===== src/rtl/mult_div_unit_pkg.sv =====
// Shared opcodes, FSM state types and helpers for the HI/LO multiply/divide unit.
package mult_div_unit_pkg;

  localparam logic [3:0] MDU_MULT  = 4'd1;
  localparam logic [3:0] MDU_MULTU = 4'd2;
  localparam logic [3:0] MDU_DIV   = 4'd3;
  localparam logic [3:0] MDU_DIVU  = 4'd4;
  localparam logic [3:0] MDU_MTHI  = 4'd5;
  localparam logic [3:0] MDU_MTLO  = 4'd6;
  localparam logic [3:0] MDU_MADD  = 4'd7;
  localparam logic [3:0] MDU_MADDU = 4'd8;
  localparam logic [3:0] MDU_MSUB  = 4'd9;
  localparam logic [3:0] MDU_MSUBU = 4'd10;

  // 32 shift/subtract iterations plus one sign-fix cycle.
  localparam int MDU_DIV_CYCLES = 33;

  typedef enum logic [1:0] {ST_IDLE, ST_MUL, ST_DIV, ST_FIX} mdu_state_e;
  typedef enum logic [1:0] {DC_IDLE, DC_ITER, DC_FIX} div_state_e;

  function automatic logic [31:0] mag32(input logic [31:0] x, input logic is_signed);
    return (is_signed && x[31]) ? (32'd0 - x) : x;
  endfunction

endpackage


===== src/rtl/mult_div_unit_div_core.sv =====
// Radix-2 restoring divider: 32 iterations on magnitudes, then one sign-fix cycle.
module mdu_div_core
  import mult_div_unit_pkg::*;
(
  input  logic        clk,
  input  logic        reset,
  input  logic        go,
  input  logic        sign,
  input  logic [31:0] dividend,
  input  logic [31:0] divisor,
  output logic        done,
  output logic [31:0] quot,
  output logic [31:0] rem
);
  div_state_e  state_reg, state_next;
  logic [4:0]  iter_reg;
  logic [31:0] rem_reg, quo_reg, dsr_reg;
  logic        q_neg_reg, r_neg_reg;
  logic [32:0] shifted, diff;

  always_comb begin
    shifted = {rem_reg, quo_reg[31]};
    diff    = shifted - {1'b0, dsr_reg};
  end

  always_comb begin
    state_next = state_reg;
    case (state_reg)
      DC_IDLE: if (go) state_next = DC_ITER;
      DC_ITER: if (iter_reg == 5'd31) state_next = DC_FIX;
      DC_FIX:  state_next = DC_IDLE;
      default: state_next = DC_IDLE;
    endcase
  end

  always_ff @(posedge clk) begin
    if (reset) begin
      state_reg <= DC_IDLE;
      iter_reg  <= '0;
      rem_reg   <= '0;
      quo_reg   <= '0;
      dsr_reg   <= '0;
      q_neg_reg <= 1'b0;
      r_neg_reg <= 1'b0;
    end else begin
      state_reg <= state_next;
      if (state_reg == DC_IDLE && go) begin
        iter_reg  <= '0;
        rem_reg   <= '0;
        quo_reg   <= mag32(dividend, sign);
        dsr_reg   <= mag32(divisor, sign);
        q_neg_reg <= sign && (dividend[31] ^ divisor[31]);
        r_neg_reg <= sign && dividend[31];
      end else if (state_reg == DC_ITER) begin
        iter_reg <= iter_reg + 5'd1;
        // Restore by keeping the shifted value when the trial subtract borrows.
        rem_reg  <= diff[32] ? shifted[31:0] : diff[31:0];
        quo_reg  <= {quo_reg[30:0], ~diff[32]};
      end
    end
  end

  assign done = (state_reg == DC_FIX);
  assign quot = q_neg_reg ? (32'd0 - quo_reg) : quo_reg;
  assign rem  = r_neg_reg ? (32'd0 - rem_reg) : rem_reg;

endmodule


===== src/rtl/mult_div_unit.sv =====
// Multi-cycle HI/LO multiply/divide unit; MDU_MADD_EN adds multiply-accumulate ops.
module mult_div_unit
  import mult_div_unit_pkg::*;
#(
  parameter int MULT_CYCLES = 5
) (
  input  logic        clk,
  input  logic        reset,
  input  logic [31:0] A,
  input  logic [31:0] B,
  input  logic [3:0]  MDUOp,
  input  logic        Start,
  output logic        Busy,
  output logic [31:0] HI,
  output logic [31:0] LO
);
  mdu_state_e  state_reg, state_next;
  logic [31:0] count_reg, count_next;
  logic [31:0] hi_reg, lo_reg, a_reg, b_reg;
  logic        sign_reg, dbz_reg;
  logic        accept, is_mul, is_div, op_sign, mul_commit, div_commit;
  logic [63:0] a_ext, b_ext, product, mul_result;
  logic        div_done;
  logic [31:0] div_quot, div_rem;
`ifdef MDU_MADD_EN
  logic        op_acc, op_sub, acc_en_reg, sub_reg;
  logic [63:0] acc_reg;
`endif

  always_comb begin
    is_mul  = 1'b0;
    is_div  = 1'b0;
    op_sign = 1'b0;
`ifdef MDU_MADD_EN
    op_acc  = 1'b0;
    op_sub  = 1'b0;
`endif
    case (MDUOp)
      MDU_MULT:  begin is_mul = 1'b1; op_sign = 1'b1; end
      MDU_MULTU: is_mul = 1'b1;
      MDU_DIV:   begin is_div = 1'b1; op_sign = 1'b1; end
      MDU_DIVU:  is_div = 1'b1;
`ifdef MDU_MADD_EN
      MDU_MADD:  begin is_mul = 1'b1; op_sign = 1'b1; op_acc = 1'b1; end
      MDU_MADDU: begin is_mul = 1'b1; op_acc = 1'b1; end
      MDU_MSUB:  begin is_mul = 1'b1; op_sign = 1'b1; op_acc = 1'b1; op_sub = 1'b1; end
      MDU_MSUBU: begin is_mul = 1'b1; op_acc = 1'b1; op_sub = 1'b1; end
`endif
      default: ;
    endcase
  end

  assign accept = Start && (state_reg == ST_IDLE);

  always_comb begin
    state_next = state_reg;
    count_next = count_reg;
    mul_commit = 1'b0;
    div_commit = 1'b0;
    case (state_reg)
      ST_IDLE: begin
        count_next = '0;
        if (accept && is_mul)      state_next = ST_MUL;
        else if (accept && is_div) state_next = ST_DIV;
      end
      ST_MUL: begin
        if (count_reg == 32'(MULT_CYCLES - 1)) begin
          state_next = ST_IDLE;
          count_next = '0;
          mul_commit = 1'b1;
        end else begin
          count_next = count_reg + 32'd1;
        end
      end
      ST_DIV: begin
        if (count_reg == 32'(MDU_DIV_CYCLES - 2)) begin
          state_next = ST_FIX;
          count_next = '0;
        end else begin
          count_next = count_reg + 32'd1;
        end
      end
      ST_FIX: begin
        state_next = ST_IDLE;
        div_commit = div_done;
      end
      default: state_next = ST_IDLE;
    endcase
  end

  // Sign- or zero-extend to 64 bits so one multiplier serves both signednesses.
  always_comb begin
    a_ext   = sign_reg ? {{32{a_reg[31]}}, a_reg} : {32'd0, a_reg};
    b_ext   = sign_reg ? {{32{b_reg[31]}}, b_reg} : {32'd0, b_reg};
    product = a_ext * b_ext;
`ifdef MDU_MADD_EN
    if (acc_en_reg) mul_result = sub_reg ? (acc_reg - product) : (acc_reg + product);
    else            mul_result = product;
`else
    mul_result = product;
`endif
  end

  mdu_div_core u_div_core (
    .clk      (clk),
    .reset    (reset),
    .go       (accept && is_div),
    .sign     (op_sign),
    .dividend (A),
    .divisor  (B),
    .done     (div_done),
    .quot     (div_quot),
    .rem      (div_rem)
  );

  always_ff @(posedge clk) begin
    if (reset) begin
      state_reg  <= ST_IDLE;
      count_reg  <= '0;
      hi_reg     <= '0;
      lo_reg     <= '0;
      a_reg      <= '0;
      b_reg      <= '0;
      sign_reg   <= 1'b0;
      dbz_reg    <= 1'b0;
`ifdef MDU_MADD_EN
      acc_en_reg <= 1'b0;
      sub_reg    <= 1'b0;
      acc_reg    <= '0;
`endif
    end else begin
      state_reg <= state_next;
      count_reg <= count_next;
      if (accept) begin
        a_reg    <= A;
        b_reg    <= B;
        sign_reg <= op_sign;
        dbz_reg  <= (B == 32'd0);
`ifdef MDU_MADD_EN
        acc_en_reg <= op_acc;
        sub_reg    <= op_sub;
        acc_reg    <= {hi_reg, lo_reg};
`endif
        if (MDUOp == MDU_MTHI) hi_reg <= A;
        if (MDUOp == MDU_MTLO) lo_reg <= A;
      end
      if (mul_commit) {hi_reg, lo_reg} <= mul_result;
      if (div_commit && !dbz_reg) begin
        hi_reg <= div_rem;
        lo_reg <= div_quot;
      end
    end
  end

  assign Busy = (state_reg != ST_IDLE);
  assign HI   = hi_reg;
  assign LO   = lo_reg;

endmodule


===== config.mk =====
export PLATFORM = sky130hd
export DESIGN_NAME = mult_div_unit
export DESIGN_NICKNAME = d
export VERILOG_FILES = /design/src/rtl/mult_div_unit_pkg.sv /design/src/rtl/mult_div_unit_div_core.sv /design/src/rtl/mult_div_unit.sv
export SDC_FILE = /design/constraint.sdc
export NUM_CORES = 2
export LEC_CHECK = 0
export ABC_CLOCK_PERIOD_IN_PS = 11300
export BUFFER_PORTS_ARGS = -buffer_cell sky130_fd_sc_hd__buf_2
export CAP_MARGIN = 20
export CORE_AREA = 3 3 360 362
export CTS_BUF_LIST = sky130_fd_sc_hd__clkbuf_16
export CTS_CLUSTER_DIAMETER = 100
export CTS_CLUSTER_SIZE = 14
export DETAILED_ROUTE_END_ITERATION = 12
export DIE_AREA = 0 0 363 365
export GPL_ROUTABILITY_DRIVEN = 0
export GPL_TIMING_DRIVEN = 0
export MAX_ROUTING_LAYER = met4
export PLACE_DENSITY = 0.63
export SYNTH_ARGS = -nofsm -noshare
export SYNTH_HDL_FRONTEND = slang
export SYNTH_SLANG_ARGS = --single-unit

===== constraint.sdc =====
create_clock -name clk -period 11.3 [get_ports clk]
set_clock_uncertainty 0.2 [all_clocks]
set_input_delay 3.39 -clock clk [delete_from_list [all_inputs] [get_ports clk]]
set_output_delay 3.39 -clock clk [all_outputs]
set_load 0.02 [all_outputs]

Word-level counts from Yosys, hierarchy flattened
Cells that the tools add are included.
{"block": "word_totals", "wordCells": 104, "regBits": 269, "output_inout_bits": 65, "in_bits": 71}
{"block": "classes", "n_addsub": 7, "bitwise_logic": 2, "eq_ne": 19, "n_mux": 34, "reduce_logical": 26, "mul": 1}
{"op": "32-bit 2-to-1 mux", "count": 17}
{"op": "64-bit 2-to-1 mux", "count": 2}
{"op": "1-bit by 32-bit subtractor with 32-bit output (first input constant)", "count": 4}
{"op": "32-bit one-hot mux with 3 select lines", "count": 1}
{"op": "64-bit by 64-bit multiplier with 64-bit output", "count": 1}
{"op": "33-bit by 32-bit subtractor with 33-bit output", "count": 1}
{"op": "32-bit by 1-bit adder with 32-bit output (second input constant)", "count": 1}
{"op": "32-bit by 3-bit == test with 1-bit output (second input constant)", "count": 1}
{"op": "32-bit by 5-bit == test with 1-bit output (second input constant)", "count": 1}
{"op": "32-bit logical NOT", "count": 1}
{"op": "4-bit by 3-bit == test with 1-bit output (second input constant)", "count": 3}
{"op": "2-bit 2-to-1 mux", "count": 6}
{"op": "3-bit nonzero test", "count": 4}
{"op": "4-bit by 2-bit == test with 1-bit output (second input constant)", "count": 2}
{"op": "1-bit logical AND", "count": 8}
{"op": "2-bit one-hot mux with 4 select lines", "count": 1}
{"op": "2-bit OR reduction", "count": 4}
{"op": "2-bit == test (second input constant)", "count": 3}
{"op": "1-bit 2-to-1 mux", "count": 6}
{"op": "2-bit AND reduction", "count": 3}
{"op": "5-bit by 1-bit adder with 5-bit output (second input constant)", "count": 1}
{"op": "5-bit == test (second input constant)", "count": 1}
{"op": "2-bit by 1-bit == test with 1-bit output (second input constant)", "count": 2}
{"op": "4-bit by 1-bit == test with 1-bit output (second input constant)", "count": 1}
{"op": "other kinds (10)", "count": 14}

Longest topological paths before layout
{"block": "logic_depth", "word_depth": 7, "ltp_mapped": 36, "ltp_nobuf": 32}

Hierarchy
From an unflattened synthesis, not the netlist that was laid out.
{"block": "unflattened", "hier_cells": 7197, "hier_area_um2": 63432.1}
{"module": "mult_div_unit", "area_per_inst_um2": 55095.3, "n_inst": 1, "cells_per_inst": 6061, "seq_area_each_um2": 3283.1}
{"module": "mdu_div_core", "area_per_inst_um2": 8336.7, "n_inst": 1, "cells_per_inst": 1136, "seq_area_each_um2": 2102.0}

Worst setup path before layout
No wires, ideal clock.
{"block": "synth_path", "kind": "register -> register", "startpoint": "reg a_reg[31]", "endpoint": "reg hi_reg[28] (netlist: HI[28])", "setup_ns": 0.086, "stages_incl_launch_ff": 33, "required_time_ns": 11.014, "n_path_buf": 3, "period_less_slack_ns": 9.677, "path_slack_ns": 1.623, "t_arrival_ns": 9.392, "cell_sequence": "dfxtp_1 and2_1 clkbuf_1 clkbuf_1 nand2_1 fa_1 inv_1 fa_1 fa_1 inv_1 fa_1 inv_1 fa_1 fa_1 fa_1 fa_1 fa_1 inv_1 fa_1 inv_1 ha_1 clkbuf_1 a21o_1 a21oi_1 nor2b_1 a311o_1 a221o_1 o2bb2ai_1 a21oi_2 nor3_1 a2111oi_0 xor2_1 a211oi_1"}
{"block": "synth_between", "elab_chain_len": 4}
{"element": "start, declared", "line_no": "mult_div_unit.sv:19", "rtl": "logic [31:0] hi_reg, lo_reg, a_reg, b_reg;"}
{"element": "start signal, assigned", "line_no": "mult_div_unit.sv:122", "rtl": "a_reg <= '0;"}
{"element": "start signal, assigned", "line_no": "mult_div_unit.sv:135", "rtl": "a_reg <= A;"}
{"element": "64-bit 2-to-1 mux", "line_no": "mult_div_unit.sv:93", "rtl": "a_ext = sign_reg ? {{32{a_reg[31]}}, a_reg} : {32'd0, a_reg};"}
{"element": "64-bit by 64-bit multiplier with 64-bit output", "line_no": "mult_div_unit.sv:95", "rtl": "product = a_ext * b_ext;"}
{"element": "32-bit 2-to-1 mux", "line_no": "mult_div_unit.sv:147", "rtl": "if (mul_commit) {hi_reg, lo_reg} <= mul_result;"}
{"element": "32-bit 2-to-1 mux", "line_no": "mult_div_unit.sv:148", "rtl": "if (div_commit && !dbz_reg) begin"}
{"element": "end signal, assigned", "line_no": "mult_div_unit.sv:147"}
{"element": "end signal, assigned", "line_no": "mult_div_unit.sv:149", "rtl": "hi_reg <= div_rem;"}
{"element": "end, declared", "line_no": "mult_div_unit.sv:19"}
No other way between the ends.
A chain may end at the register's enable or synchronous reset.

Worst setup path in the final report
{"block": "layout_path", "startpoint": "reg b_reg[9]", "endpoint": "reg hi_reg[28] (netlist: HI[28])"}
{"block": "layout_between", "elab_chain_len": 4}
{"element": "start, declared", "line_no": "mult_div_unit.sv:19"}
{"element": "start signal, assigned", "line_no": "mult_div_unit.sv:123", "rtl": "b_reg <= '0;"}
{"element": "start signal, assigned", "line_no": "mult_div_unit.sv:136", "rtl": "b_reg <= B;"}
{"element": "64-bit 2-to-1 mux", "line_no": "mult_div_unit.sv:94", "rtl": "b_ext = sign_reg ? {{32{b_reg[31]}}, b_reg} : {32'd0, b_reg};"}
{"element": "64-bit by 64-bit multiplier with 64-bit output", "line_no": "mult_div_unit.sv:95"}
{"element": "32-bit 2-to-1 mux", "line_no": "mult_div_unit.sv:147"}
{"element": "32-bit 2-to-1 mux", "line_no": "mult_div_unit.sv:148"}
No other way between the ends.

==> run metrics <==
outcome=finished, final reports clean; post-route insts no fill=around 9.0k; most used cell, CP=fa_1; period utilization=between 90 and 100%; Min-Delay Path Class=flop to flop; main combinational cell family by area after synthesis=adder cells; clock slew at reported path FFs=0.08 ns; maximum cell stage delay along the critical path=approximately 0.94 ns; global-route wire length before repair=roughly 360 mm; Critical Path Stages=30; Worst IR Drop VDD=0.000132 V; Sinks on Clock Net=between 200 and 300; H-tree level count=1; share of the core filled with cells in the final layout=a little over half; fraction of the mapped netlist area in compound gates=8.25%; via count of the first global-routing pass=between 50k and 60k; setup violators final=0; Detailed Route WL=242 mm; DIE WIDTH=around 360 µm; net count of the finished layout=~9.1k; number of flops mapped to enable cells by yosys=0; number of hold-slack violations in the final timing report=0; P per Cell Area=~100 nW/µm²; setup repair after global routing missed its margin=false; most used standard cell by instance count after synthesis=inv_1; family with the most delay on the worst path=adder cells; Warnings, synthesis=0; critical path launch point type=flop; list of most frequent post-synthesis cells=inv_1 (1597), fa_1 (1420), nand2_1 (890); Seq/Total Area, Yosys=8.54%; post-synth net total=a little under 9k; ratio of cells with drive above 1 in the final layout=roughly 3%; Port Buffers=~130; critical-path cell with the highest stage delay=clkbuf_1; Final Critical Period=about 11 ns; adder-cell share of the synthesized area=between 50% and 60%; path type of the worst setup path=flop to flop; Placement Rows=~130; Synth area leaders=fa_1 (45%), inv_1 (9.5%), dfxtp_1 (8.5%), ha_1 (7.0%), and2_1 (5.8%); max cap viols=0; number of buffers added by the clock tree synthesis step=23; Finished Cell Area=approximately 67000 µm²; headroom to the max-slew limit=between 10 and 15%; sum of net half-perimeters after detailed placement=roughly 200 mm; area overhead of the layout relative to synthesis=5.88%; slew at the pin with the worst max-slew slack=between 1 and 1.5 ns; Vert. Die Dim=365 µm; ratio of routed vias to standard cells=around 5.8; number of storage elements in the synthesis netlist=269; # placed instances=between 8k and 9k; Leakage=~33 nW; number of cells traversed by the worst register-to-register path=30; number of cells produced by synthesis=about 7.1k; top_reg_cell synth=dfxtp_1; worst path required time=about 12 ns; routed wirelength normalized by instance count=approximately 27 µm; Avg Synthesized Cell Area=approximately 8.9 µm²; instance area after placement=66000 µm²; count of routing violations after the opening detailed-route iteration=between 6k and 7k; area share of the leading cell type in the synthesized netlist=a little under half; TritonRoute pass-1 iters=7; count of antenna-violating nets left after detailed routing=0; proportion of synthesized area in mux cells=less than 1%; Async SR Flop Fraction=0%; worst-case clock buffer depth=3; TritonCTS clock tree=done; initial cell density of the core=approximately half; largest fanout on the critical path=12; Die Area=~130000 µm²; Fin Hold WS=between 0.2 and 0.3 ns; Crit path arrival time=about 11 ns; netlist area before placement=~63000 µm²; Worst-Skew Late Latency=between 0.5 and 0.6 ns; via total after detailed routing=~52k; root buffer cell=clkbuf_16; number of cells traversed by the worst hold path=2; CORE AREA=127000 µm²; endpoint type of the worst setup path=flop; library cells used by synthesis=80; I/O pin cnt=about 140; max-slew violation count=0; leftover overflow at the end of global routing=0; Post-CTS Hold Fix Bufs=0; Simple-Gate Fraction of Synth Area=between 10 and 15%; overall power of the completed layout=about 6.8 mW; highest attainable clock frequency=just under 0.09 GHz; Post-Synth XOR/XNOR Area=roughly 4%; largest net degree at the start of global routing=26; number of antenna violations at the first check in global routing=35; Remaining DRCs=0; Crit path buffers/inverters=7; cell type with the highest aggregate area in the netlist=fa_1; overall routing resource usage=approximately two fifths
power by group:
group          total (mW)  internal (mW)  leakage [nW]  switching (mW)
sequential           1.18           1.01          2.18           0.176
combinational        4.83           1.60          30.2            3.24
clock               0.746          0.362         0.291           0.384
total                6.76           2.96          32.7            3.80
final timing paths:
path	start	endpoint	slack, ns
max reg2reg	b_reg[9]$_SDFFE_PP0P_	HI[28]$_SDFFE_PP0P_	0.10
min reg2reg	LO[17]$_SDFFE_PP0P_	LO[17]$_SDFFE_PP0P_	0.25
max	b_reg[9]$_SDFFE_PP0P_	HI[28]$_SDFFE_PP0P_	0.10
min	LO[17]$_SDFFE_PP0P_	LO[17]$_SDFFE_PP0P_	0.25
layer usage:
| layer | routed length (µm) | global-route usage, % | vias up | part of all wire, % |
|---|---|---|---|---|
| li1 | - | - | 21800 | - |
| met1 | 87900 | 47.2 | 26000 | 36 |
| met2 | 102000 | 54.9 | 3406 | 42 |
| met3 | 30300 | 11.2 | 986 | 13 |
| met4 | 21100 | 24.7 | 0 | 8.7 |
| met5 | 0 | - | - | 0 |
worst min-delay path: stages (launching register included):
cell	delay, ns
dfxtp_1	0.31
nand2_1	0.05
a21oi_1	0.05
cell usage in the layout (no fill, tap or decap), drive strengths merged, types with 12 or more instances in the layout:
master	netlist	routed
mux2i	27	27
nor4	23	23
or3	23	23
a22oi	24	24
o21ai	143	143
clkbuf	350	369
or4	17	17
nor2b	15	15
o21a	17	17
nand3	42	42
o31ai	30	30
a31oi	36	36
a211oi	44	44
o41ai	20	20
buf	29	178
a221oi	16	16
xnor2	197	197
diode	0	49
nand2	890	890
nor2	217	217
and3	36	36
inv	1597	1597
a21oi	296	296
nor3	40	40
nand2b	12	12
a21o	42	42
dfxtp	269	269
and2	581	581
o211ai	48	48
ha	352	352
fa	1420	1420
nand4	25	25
o21bai	20	20
xor2	83	83
logic make-up (layout without fill, tap and decap cells):
family	after synthesis	count (layout)
AO/OA/AOI/OAI	822	822
XOR/XNOR	280	280
adder cells (fa/ha/maj)	1776	1776
buffers and inverters	1976	2145
flip-flops	269	269
multiplexers	28	28
other	0	49
AND/OR/NAND/NOR	1949	1949
area by class of cell:
type	instances	area, µm²
Antenna cell	49	123
Buffer	376	1430
Clock buffer	23	576
Clock inverter	1	16.3
Fill cell	11900	60300
Inverter	1597	5990
Multi-Input combinational cell	4855	50200
Sequential cell	269	5390
Tap cell	1662	2080
Timing Repair Buffer	148	893
stage by stage:
| stage | setup TNS, ns | setup slack, ns |
|---|---|---|
| after floorplan | 0 | 1.62 |
| final | 0 | 0.104 |
| after global placement | -1.91 | -0.541 |
| after global routing | 0 | 0.0121 |
| after CTS | 0 | 0.0612 |
| after detailed placement | -2.30 | -0.628 |
what timing repair did:
action	4_1_cts	5_1_grt
setup endpoints to repair	8	6
pin swaps	0	1
gates resized for setup	4	16
setup buffers	0	4
cloned	0	0
No activity file was read; power rests on OpenSTA's default activity.
